--- src/rtl/pipe_sprite_controller.sv ---
// pipe_sprite_controller
//   Owns one scrolling pipe pair. It tracks the pipe's horizontal position,
//   draws a random gap height on every respawn, and pulses score_pulse when
//   the pipe passes the bird. For each VGA pixel it forms an address into the
//   50x100 pipe sprite ROM. It then registers the returned palette index for
//   the colour mapper.
//
//   State table:
//     IDLE    | pipe parked at START_X, waiting for run
//     RUN     | pipe scrolls SPEED pixels on each frame_start
//     PAUSE   | run dropped, position frozen
//     RESPAWN | one cycle: pipe back to START_X, new gap_top from lfsr
//
// Ports:
//   Clk            in   pixel clock
//   Reset          in   synchronous, active-high
//   frame_start    in   one-cycle pulse at the start of vertical blank
//   run            in   game active; low pauses scrolling
//   DrawX, DrawY   in   current pixel column / row (10 bits each)
//   rom_data       in   palette index from the sprite ROM (combinational on rom_addr)
//   rom_addr       out  sprite ROM address; reflects the pixel from 1 cycle earlier
//   pipe_on        out  opaque pipe pixel; reflects the pixel from 2 cycles earlier
//   pipe_color_idx out  palette index for that pixel
//   pipe_x         out  signed left edge of the pipe
//   gap_top        out  first row of the opening
//   score_pulse    out  one-cycle pulse when the pipe passes BIRD_X
module pipe_sprite_controller #(
  parameter int SPRITE_W = 50,
  parameter int SPRITE_H = 100,
  parameter int SCREEN_H = 480,
  parameter int START_X  = 640,
  parameter int SPEED    = 2,
  parameter int GAP      = 120,
  parameter int GAP_BASE = 60,
  parameter int BIRD_X   = 160
) (
  input  logic               Clk,
  input  logic               Reset,
  input  logic               frame_start,
  input  logic               run,
  input  logic [9:0]         DrawX,
  input  logic [9:0]         DrawY,
  input  logic [2:0]         rom_data,
  output logic [12:0]        rom_addr,
  output logic               pipe_on,
  output logic [2:0]         pipe_color_idx,
  output logic signed [10:0] pipe_x,
  output logic [9:0]         gap_top,
  output logic               score_pulse
);

  typedef enum logic [1:0] {IDLE, RUN, PAUSE, RESPAWN} state_t;

  localparam logic signed [10:0] START_X_S = 11'(START_X);
  localparam logic signed [10:0] SPEED_S   = 11'(SPEED);
  localparam logic signed [10:0] NEG_W_S   = 11'(-SPRITE_W);
  localparam logic signed [11:0] W_S12     = 12'(SPRITE_W);
  localparam logic signed [11:0] SPEED_S12 = 12'(SPEED);
  localparam logic signed [11:0] BIRD_S12  = 12'(BIRD_X);
  localparam logic [9:0]         GAP_TOP_RST = 10'd180;

  state_t state, state_next;
  logic signed [10:0] pipe_x_next, moved_x;
  logic signed [11:0] old_edge, new_edge;
  logic [9:0]  gap_next;
  logic        score_next;
  logic [7:0]  lfsr;
  logic        lfsr_fb;

  // Fibonacci LFSR, taps 8,6,5,4; it free-runs so the gap depends on the
  // cycle at which the respawn happens.
  assign lfsr_fb = lfsr[7] ^ lfsr[5] ^ lfsr[4] ^ lfsr[3];

  assign moved_x  = pipe_x - SPEED_S;
  assign old_edge = $signed({pipe_x[10], pipe_x}) + W_S12;
  assign new_edge = old_edge - SPEED_S12;

  always_comb begin
    state_next  = state;
    pipe_x_next = pipe_x;
    gap_next    = gap_top;
    score_next  = 1'b0;
    case (state)
      IDLE: begin
        pipe_x_next = START_X_S;
        if (run) state_next = RUN;
      end
      RUN: begin
        if (!run) begin
          state_next = PAUSE;
        end else if (frame_start) begin
          pipe_x_next = moved_x;
          if (moved_x <= NEG_W_S) state_next = RESPAWN;
          // Right edge crossing the bird column happens on exactly one move.
          if ((old_edge > BIRD_S12) && (new_edge <= BIRD_S12)) score_next = 1'b1;
        end
      end
      PAUSE: begin
        if (run) state_next = RUN;
      end
      RESPAWN: begin
        pipe_x_next = START_X_S;
        gap_next    = 10'(GAP_BASE) + {2'b00, lfsr};
        state_next  = RUN;
      end
      default: state_next = IDLE;
    endcase
  end

  always_ff @(posedge Clk) begin
    if (Reset) begin
      state       <= IDLE;
      pipe_x      <= START_X_S;
      gap_top     <= GAP_TOP_RST;
      lfsr        <= 8'hA5;
      score_pulse <= 1'b0;
    end else begin
      state       <= state_next;
      pipe_x      <= pipe_x_next;
      gap_top     <= gap_next;
      lfsr        <= {lfsr[6:0], lfsr_fb};
      score_pulse <= score_next;
    end
  end

  // Address stage
  logic signed [11:0] col;
  logic               hit_x, in_upper, in_lower, hit, hit1;
  logic [10:0]        gap_bot;
  logic [10:0]        row_raw;
  logic [6:0]         row;
  logic [12:0]        addr_calc;

  assign col      = $signed({2'b00, DrawX}) - $signed({pipe_x[10], pipe_x});
  assign hit_x    = (col >= 12'sd0) && (col < W_S12);
  assign gap_bot  = {1'b0, gap_top} + 11'(GAP);
  assign in_upper = DrawY < gap_top;
  // Rows below the visible area never draw, even though the pipe body
  // would otherwise continue into vertical blank.
  assign in_lower = ({1'b0, DrawY} >= gap_bot) && ({1'b0, DrawY} < 11'(SCREEN_H));

  always_comb begin
    row_raw = 11'd0;
    if (in_upper)      row_raw = {1'b0, gap_top - 10'd1 - DrawY};
    else if (in_lower) row_raw = {1'b0, DrawY} - gap_bot;
  end

  // Long pipe bodies repeat the last sprite row.
  assign row       = (row_raw >= 11'(SPRITE_H)) ? 7'(SPRITE_H - 1) : row_raw[6:0];
  assign hit       = hit_x && (in_upper || in_lower);
  assign addr_calc = ({6'b0, row} * 13'(SPRITE_W)) + {col[11], col};

  always_ff @(posedge Clk) begin
    if (Reset) begin
      rom_addr       <= 13'd0;
      hit1           <= 1'b0;
      pipe_on        <= 1'b0;
      pipe_color_idx <= 3'd0;
    end else begin
      rom_addr       <= hit ? addr_calc : 13'd0;
      hit1           <= hit;
      // Palette index 0 is transparent.
      pipe_color_idx <= hit1 ? rom_data : 3'd0;
      pipe_on        <= hit1 && (rom_data != 3'd0);
    end
  end

endmodule

--- config.mk ---
export PLATFORM = sky130hd
export DESIGN_NAME = pipe_sprite_controller
export DESIGN_NICKNAME = d
export VERILOG_FILES = /design/src/rtl/pipe_sprite_controller.sv
export SDC_FILE = /design/constraint.sdc
export NUM_CORES = 1
export LEC_CHECK = 0
export BUFFER_PORTS_ARGS = -buffer_cell sky130_fd_sc_hd__buf_2
export CORE_UTILIZATION = 64
export DETAILED_ROUTE_END_ITERATION = 6
export PLACE_DENSITY = 0.89
export SLEW_MARGIN = 20
export SYNTH_ARGS = -nofsm -noshare
export SYNTH_HDL_FRONTEND = slang
export SYNTH_SLANG_ARGS = --single-unit
--- constraint.sdc ---
create_clock -name Clk -period 15.1 [get_ports Clk]
set_input_delay 0.755 -clock Clk [delete_from_list [all_inputs] [get_ports Clk]]
set_output_delay 0.755 -clock Clk [all_outputs]
set_load 0.03 [all_outputs]
==> impl_results.md <==
- Initial DRT Pass Iterations: 7
- Ant diodes: 0
- Cell mode on critical path: ha_1
- Hold buffers post-CTS: 0
- Worst Hold Class: register to register
- FP Rows: 32
- Clock Latency Late Sink: 0.32 ns
- Critical Path Source Type: register
- Sequential fraction of the synthesis area: 0.188
- I/O pin cnt: 66
- Crit path max fanout: 8
- Synth cell types: 80
- Final Hold Fails: 0
- Gp weighted congestion: 0.946
- Status: finished, final reports clean
- Drt total wl: 12800 microns
- Fmax achieved: 0.144 GHz
- Max-slew violations: 0
- Kind of critical path: register to register
- CP endpoint kind: register
- Max_cap viols: 0
- Ys Warns: 0
- Setup Skew: 0.00433 ns
- Leak pwr: 2.63 nW
- Drt initial violations: 325
- Initial Util: 0.662
- Post-CTS Setup Bufs: 0
- FF+latch count, synth: 48
- Via count: 4938
- TritonCTS clock tree: built
- WHS Endpoint: lfsr[2]$_SDFF_PP1_
- Setup tns final: 0 ns
- Cts repair resizes: 0
- Power, Total: 0.915 mW
- Share of the synthesized area in the top cell type: 0.193
- Final setup fails: 0
- Root buffer cell: clkbuf_8
- Hpwl dp: 10100 microns
- H-tree depth: 2
- ANT nets after route: 0
- VDD IR max: 103 uV
- Count leader, synth: ha_1
- Top cells by count, synth: ha_1, inv_1, nand2_1, a21oi_1, dfxtp_1
- First-pass GRT wire length: 21400 microns
- Max stage delay cell, worst path: fa_1
- Reg2reg start: gap_top[3]$_SDFFE_PP0N_
- CTS clk-pin slew, worst paths: 0.10 ns
- Main synth FF type: dfxtp_1
- Worst Reg-to-Reg Cells: 28
- Clock sink count: 48
- Post-synth top area cell: ha_1
- Worst path required time: 15.31 ns
- Slew @ Worst Pin: 0.852 ns
- Vias in the first global route: 4652
- Die X: 91.4 microns
- Reg2Reg Setup Slack: 8.14 ns
- Chip height: 91.4 microns
- Layout area overhead: 9.42%
- Final worst-path cycle share: 0.461
- Synth Instances: 649
- Avg Inst Size Synth: 7.88 sq um
- GRT Overall Usage: 0.312
- Arr. time, crit path: 7.17 ns
- Slew margin rel.: 0.432
- Number of synthesized flops with an enable pin: 0
- Share of cells above drive strength 1: 0.139
- # DRC: 0
- R2r endpoint: rom_addr[12]$_SDFF_PP0_
- Tmin final: 6.96 ns
- Die area: 8360 sq um
- Worst hold start: lfsr[1]$_SDFF_PP0_
- Final-stage net count: 808
- Hold path depth: 1
- Worst path max stage delay: 0.50 ns
- Mapped Area: 5120 sq um
- Largest net degree at the start of global routing: 26
- Initial antenna violation count: 0
- Multi-input logic area: 3830 sq um
- Core ar.: 7730 sq um
- RSZ-0062 raised after global routing: no
- Seq. cell area: 961 sq um
- Wire length per cell: 15.9 microns
- GRT overflow: 0
- DR vias/cell: 6.17
- Num CTS Buffers: 5
- Filler cell count: 604
- Clock tree buffer depth: 2
- Pwr dens: 163 nW/um^2
- Area contributors post-synth: ha_1, dfxtp_1, xnor2_1
- Fraction of registers with async set/reset: 0
- Port buffer count: 63
[metal layers]
metal  vias up  part of all wire  global-route usage
met5         -                 0                   0
met3        30             0.050              0.0352
li1       2391                 -                   -
met4         0             0.022              0.0952
met1      2341              0.42               0.386
met2       176              0.51               0.563
[state kept, by name, summed over array words and instances, names as in the netlist]
name,cells
rom_addr,13
pipe_x,10
gap_top,9
lfsr,8
pipe_color_idx,3
state,2
hit1,1
pipe_on,1
score_pulse,1
[layout make-up]
cell class | count | area share
Inverter | 59 | 0.0396
Sequential cell | 48 | 0.172
Clock buffer | 5 | 0.0123
Clock inverter | 3 | 0.0123
Tap cell | 102 | 0.0228
Timing Repair Buffer | 64 | 0.0577
Multi-Input combinational cell | 519 | 0.684
[worst max-delay path: cells and delay by family (launching register included)]
| kind | cells | cell delay (ns) |
|---|---|---|
| AND/OR/NAND/NOR | 6 | 1.23 |
| buffers and inverters | 3 | 0.19 |
| XOR/XNOR | 3 | 0.38 |
| flip-flops | 1 | 0.46 |
| adder cells (fa/ha/maj) | 7 | 2.39 |
| AO/OA/AOI/OAI | 9 | 2.19 |
[where the power goes]
group          internal, mW  total, mW  switching [mW]
clock network        0.0667      0.116          0.0488
logic                 0.270      0.646           0.376
registers             0.135      0.154          0.0188
[cell families after synthesis]
family / Yosys count / share of synthesized area
muxes: 4 / 0.00807
AOI/OAI and AO/OA: 169 / 0.233
and+or+nand+nor: 208 / 0.203
DFF: 48 / 0.188
buffers and inverters: 83 / 0.0648
other: 2 / 0.00147
adders and majority gates: 87 / 0.219
xor gates and xnor gates: 48 / 0.0822
[worst max-delay path by stage]
stage / start / slack (ns) / cells after the start / end
after floorplan: DrawY[0] / 8.57 / 30 / rom_addr[12]$_SDFF_PP0_
after global placement: DrawY[0] / 8.26 / 28 / rom_addr[12]$_SDFF_PP0_
after detailed placement: DrawY[0] / 8.01 / 28 / rom_addr[12]$_SDFF_PP0_
after CTS: gap_top[3]$_SDFFE_PP0N_ / 8.24 / 28 / rom_addr[12]$_SDFF_PP0_
after global routing: gap_top[3]$_SDFFE_PP0N_ / 7.75 / 27 / rom_addr[12]$_SDFF_PP0_
final: gap_top[3]$_SDFFE_PP0N_ / 8.14 / 28 / rom_addr[12]$_SDFF_PP0_
[placed cells by master, fill, tap and decap left out, types with 9 or more instances in the layout]
master	netlist	layout
nand3_1	18	18
ha_1	79	79
dfxtp_1	48	48
xnor2_1	29	29
xor2_1	19	19
inv_1	57	57
a21oi_1	48	48
a21o_1	15	15
buf_2	1	63
nor2_1	47	47
o211ai_1	9	9
nor3_1	21	21
nand2_1	56	56
o21ai_0	30	30
and2_1	11	11
[through the flow]
step           hold WS (ns)  instance area [sq um]  setup WS (ns)   util  instances
2_1_floorplan         0.417                   5120           8.57      -        650
3_3_place_gp          0.435                   5460           8.26  0.707        792
3_5_place_dp          0.436                   5460           8.01  0.707        792
4_1_cts               0.466                   5600           8.24  0.724        800
5_1_grt               0.484                   5600           7.75  0.724        800
6_report              0.471                   5600           8.14  0.724        800
No activity file was read; power rests on OpenSTA's default activity.
